### src/rtl/ex7_pkg.sv
// Shared mode encodings and reset constant for the ex7 LED pattern generator.
package ex7_pkg;

    typedef enum logic [1:0] {
        MODE_ROTL  = 2'b00,
        MODE_ROTR  = 2'b01,
        MODE_COUNT = 2'b10,
        MODE_BLINK = 2'b11
    } mode_e;

    localparam logic [7:0] LED_RESET = 8'h01;

endpackage

### src/rtl/ex7_tick_gen.sv
// Prescaler for ex7: counts 0..PRESCALE-1 and flags the last count as a one-cycle step tick.
module ex7_tick_gen #(
    parameter int PRESCALE = 1
) (
    input  logic clk,
    input  logic rst,
    output logic tick
);

    // A one-bit counter still works for PRESCALE == 1, where it simply stays at zero.
    localparam int CW = (PRESCALE > 1) ? $clog2(PRESCALE) : 1;
    localparam logic [CW-1:0] LAST = CW'(PRESCALE - 1);

    logic [CW-1:0] cnt_r;

    assign tick = (cnt_r == LAST);

    // Free-running prescale counter, wrapping after the tick cycle.
    always_ff @(posedge clk or posedge rst) begin
        if (rst) begin
            cnt_r <= {CW{1'b0}};
        end else if (tick) begin
            cnt_r <= {CW{1'b0}};
        end else begin
            cnt_r <= cnt_r + {{(CW-1){1'b0}}, 1'b1};
        end
    end

endmodule

### src/rtl/ex7.sv
// ex7 LED pattern generator: four switch-selected animations on an 8-bit LED register.
// Define EX7_PRESCALE_EN to step only every PRESCALE clock edges instead of every edge.
module ex7
    import ex7_pkg::*;
#(
    parameter int PRESCALE = 1
) (
    input  logic       Clk,
    input  logic       Rst,
    input  logic [1:0] SW,
    output logic [7:0] LED
);

    logic       tick_s;
    logic [7:0] led_next_s;
    mode_e      mode_s;

    assign mode_s = mode_e'(SW);

`ifdef EX7_PRESCALE_EN
    ex7_tick_gen #(
        .PRESCALE(PRESCALE)
    ) u_tick_gen (
        .clk (Clk),
        .rst (Rst),
        .tick(tick_s)
    );
`else
    // Every edge steps; the expression holds for every legal PRESCALE.
    assign tick_s = (PRESCALE >= 1) ? 1'b1 : 1'b0;
`endif

    // Next pattern value; rotate modes reseed a dark display instead of rotating zeros.
    always_comb begin
        led_next_s = LED;
        case (mode_s)
            MODE_ROTL: begin
                if (LED == 8'h00) begin
                    led_next_s = LED_RESET;
                end else begin
                    led_next_s = {LED[6:0], LED[7]};
                end
            end
            MODE_ROTR: begin
                if (LED == 8'h00) begin
                    led_next_s = LED_RESET;
                end else begin
                    led_next_s = {LED[0], LED[7:1]};
                end
            end
            MODE_COUNT: led_next_s = LED + 8'h01;
            MODE_BLINK: led_next_s = ~LED;
            default:    led_next_s = LED_RESET;
        endcase
    end

    // LED pattern register, advanced only on step edges.
    always_ff @(posedge Clk or posedge Rst) begin
        if (Rst) begin
            LED <= LED_RESET;
        end else if (tick_s) begin
            LED <= led_next_s;
        end else begin
            LED <= LED;
        end
    end

endmodule

### config.mk
export PLATFORM = sky130hd
export DESIGN_NAME = ex7
export DESIGN_NICKNAME = d
export VERILOG_FILES = /design/src/rtl/ex7_pkg.sv /design/src/rtl/ex7_tick_gen.sv /design/src/rtl/ex7.sv
export SDC_FILE = /design/constraint.sdc
export NUM_CORES = 1
export LEC_CHECK = 0
export CAP_MARGIN = 20
export CORE_AREA = 2 2 39 41
export DETAILED_ROUTE_END_ITERATION = 10
export DIE_AREA = 0 0 41 43
export GPL_TIMING_DRIVEN = 1
export PLACE_DENSITY = 0.74
export SLEW_MARGIN = 30
export SYNTH_ARGS = -nofsm -noshare
export SYNTH_HDL_FRONTEND = slang
export SYNTH_SLANG_ARGS = --single-unit
### constraint.sdc
create_clock -name Clk -period 2.6 [get_ports Clk]
set_clock_uncertainty 0.05 [all_clocks]
set_input_delay 0.65 -clock Clk [delete_from_list [all_inputs] [get_ports Clk]]
set_output_delay 0.65 -clock Clk [all_outputs]
set_load 0.01 [all_outputs]
# Word level (Yosys, flattened, before mapping)
# Cells that the tools add are included.
# totals
register_bits	8
input_bits	4
out_inout_bits	8
# classes
addsub	1
eq_ne	3
n_mux	3
n_bitwise	1
n_reduce_logical	2
# op_table
op	count
case mux 8 bit (4 select lines)	1
two-way mux 8 bit	2
adder 8 x 1 -> 8 bit, second input constant	1
logical NOT 8 bit	1
inverter 8 bit	1
== test 2 bit, second input constant	2
== test 2 x 1 -> 1 bit, second input constant	1
logical NOT 2 bit	1

# Longest topological paths before layout
# depth
depth_word	3
ltp_mapped	5
mapped_depth_nobuf	5

# Worst setup path before layout
# Ideal clock, no wire load.
# synth_path
kind	in2reg
start	input port SW[0]
end	register LED[2]
arrival_time_ns	1.364
path_slack_ns	1.049
path_stages	5
path_cell_list	buf_2 buf_2 nor2_1 a221oi_1 a21oi_1
# synth_between
elab_chain_len	2
word_cells_on_any_way	5
# synth_rtl
element	line	rtl
from (decl)	ex7.sv:10	input logic [1:0] SW,
== test 2 bit (tied with other cells)	ex7.sv:36	case (mode_s)
case mux 8 bit (4 select lines) (*)	ex7.sv:36	
named net led_next_s[2]	ex7.sv:15	logic [7:0] led_next_s;
to (signal assigned)	ex7.sv:62	LED <= led_next_s;
to (decl)	ex7.sv:11	output logic [7:0] LED
# Mark *: on every way through the listed nets, which the timed path passes. The rest lies on a longest branch.

# Final worst setup path
# layout_path
start	register LED[0]
end	output port LED[0]
# No word-level cell between the ends.

==> results.sh <==
export IMPL_outcome="completed"
export IMPL_crit_arrival_ns=1.38
export IMPL_cts_buffers_inserted=3
export IMPL_p_leak_uw=0.000283
export IMPL_netlist_area_um2=544
export IMPL_syn_area_per_cell_um2=8.78
export IMPL_critPathBufInv=1
export IMPL_finalNetCount=81
export IMPL_clk_pin_slew_ns=0.06
export IMPL_dp_cells=86
export IMPL_max_clock_freq_ghz=0.480
export IMPL_start_kind="register"
export IMPL_cp_data_required_time_ns=1.90
export IMPL_crit_fanout=6
export IMPL_synth_seq_area_share=0.370
export IMPL_die_height_um=43
export IMPL_worstPathCellList="clkdlybuf4s50_1"
export IMPL_core_mm2=0.00138
export IMPL_antenna_found_initial=0
export IMPL_yosysUniqueCellTypes=24
export IMPL_num_io_pins=12
export IMPL_gp_congestion=0.779
export IMPL_dieWidth_um=41
export IMPL_relSlewSlack=0.753
export IMPL_setup_tns_ns=0
export IMPL_peakVddDrop_mv=0.331
export IMPL_drt_total_wl_um=1220
export IMPL_synth_area_leaders="dfrtp_1 32%, xnor2_1 6.4%, a21oi_1 5.5%, dfstp_2 4.8%, ha_1 4.6%"
export IMPL_ys_flop_type="dfrtp_1"
export IMPL_async_reset_ff_frac=1.00
export IMPL_yosys_warnings=0
export IMPL_ctsResizeCount=0
export IMPL_io_buffers=11
export IMPL_row_count=14
export IMPL_hold_viol_final=0
export IMPL_place_hpwl_um=832
export IMPL_path_class="register to output port"
export IMPL_wl_per_cell_um=13.6
export IMPL_post_cts_buffers=0
export IMPL_hold_path_class="register to register"
export IMPL_regMostFlops="LED"
export IMPL_reg_largest_list="LED (8)"
export IMPL_drcViolationCount=0
export IMPL_final_cells=90
export IMPL_diodes=0
export IMPL_synthTopCellsByCount="7 x dfrtp_1, 6 x a21oi_1, 6 x nor2_1"
export IMPL_final_max_slew_viol_count=0
export IMPL_grt_start_max_net_pins=16
export IMPL_clock_sinks=8
export IMPL_ys_ff_latch=8
export IMPL_root_buffer="clkbuf_4"
export IMPL_drtPass1Iterations=4
export IMPL_tightest_slew_ns=0.369
export IMPL_setup_violations=0
export IMPL_reg2reg_slack_ns=1.06
export IMPL_clockBufferDepth=2
export IMPL_powerDensity_mw_per_mm2=818
export IMPL_insertion_delay_ns=0.26
export IMPL_grt_setup_unrepaired="no"
export IMPL_ctsHoldBuffers=0
export IMPL_period_share=0.802
export IMPL_crit_path_max_incr_delay_ns=0.58
export IMPL_grt_total_usage=0.172
export IMPL_layout_drive_gt1_share=0.0946
export IMPL_fin_crit_ns=2.08
export IMPL_yosys_area_top_type="dfrtp_1"
export IMPL_cts_tree="yes"
export IMPL_die_area_mm2=0.00176
export IMPL_grt_pass1_vias=454
export IMPL_synth_edff_count=0
export IMPL_grt_pass1_wl_um=2010
export IMPL_synthCells=62
export IMPL_htreeDepth=1
export IMPL_cp_end_kind="output port"
export IMPL_dr_total_vias=522
export IMPL_start_util=0.393
export IMPL_largest_register_ffs=8
export IMPL_cap_violations=0
export IMPL_total_power_uw=567
export IMPL_syn2layout_area_growth_pct=27.4
export IMPL_via_per_inst=5.80
export IMPL_synth_top_area_share=0.322
export IMPL_cp_slowest_cell="dfstp_2"
export IMPL_crit_family="flip-flops"
export IMPL_fin_util=0.501
export IMPL_synth_most_common_cell="dfrtp_1"
export IMPL_drtIter0Drc=11
export IMPL_synth_nets=68
export IMPL_antenna_left=0
export IMPL_overflow=0
[report_power, final]
group          internal, uW  switching, uW
sequential              161           73.9
combinational           133           92.7
clock                  59.0           46.9
[cells in the final DEF, fill, tap and decap left out, types with 3 or more instances in the layout]
cell type         n
a31oi_1           3
nand2_1           3
a21oi_1           6
nor2_1            6
inv_1             3
xnor2_1           4
clkbuf_4          3
a211oi_1          3
clkdlybuf4s50_1  11
dfrtp_1           7
nor2b_1           4
[final timing paths]
path | start | to | cells after the start
setup / recovery | LED[0]$_DFF_PP1_ | LED[0] | 1
hold / removal | LED[0]$_DFF_PP1_ | LED[0]$_DFF_PP1_ | 1
setup reg to reg | LED[7]$_DFF_PP0_ | LED[7]$_DFF_PP0_ | 4
hold reg to reg | LED[0]$_DFF_PP1_ | LED[0]$_DFF_PP1_ | 1
max in group asynchronous | Rst | LED[0]$_DFF_PP1_ | 2
min in group asynchronous | Rst | LED[2]$_DFF_PP0_ | 2
[area by class of cell]
type	instances	area, um2
clock buffers	4	26.3
repair buffers	13	125
flip-flops and latches	8	201
well taps	16	20.0
fillers	125	691
multi-input cells	46	309
inverters	3	11.3
[cell families (layout without fill, tap and decap cells)]
family / after synthesis / count (layout) / share of synthesized area
compound gates: 20 / 20 / 0.237
mux: 2 / 2 / 0.0368
fa+ha+maj: 2 / 2 / 0.0460
simple gates: 16 / 16 / 0.152
buf+inv: 8 / 20 / 0.0621
flops: 8 / 8 / 0.370
xor+xnor: 6 / 6 / 0.0966
[metrics by stage]
step / worst slack [ns] / hold slack (ns) / area, um2
3_5_place_dp: 0.555 / 0.578 / 667
4_1_cts: 0.515 / 0.591 / 693
2_1_floorplan: 1.05 / 0.415 / 544
5_1_grt: 0.460 / 0.611 / 693
3_3_place_gp: 0.592 / 0.565 / 667
6_report: 0.516 / 0.589 / 693
[worst reg2reg max path, stage by stage (launching register included)]
cell      delay (ns)
dfrtp_1         0.44
nor4_2          0.31
nand3_1         0.20
a311oi_1        0.34
a21oi_1         0.07
[metal layers]
layer  global-route usage  vias up  part of all wire
met2                0.241       17              0.46
met3               0.0471        4             0.056
met5                    0        -                 0
met4                0.100        0             0.016
met1                0.227      257              0.47
li1                     -      244                 -
Power figures use the tool's default switching activity.
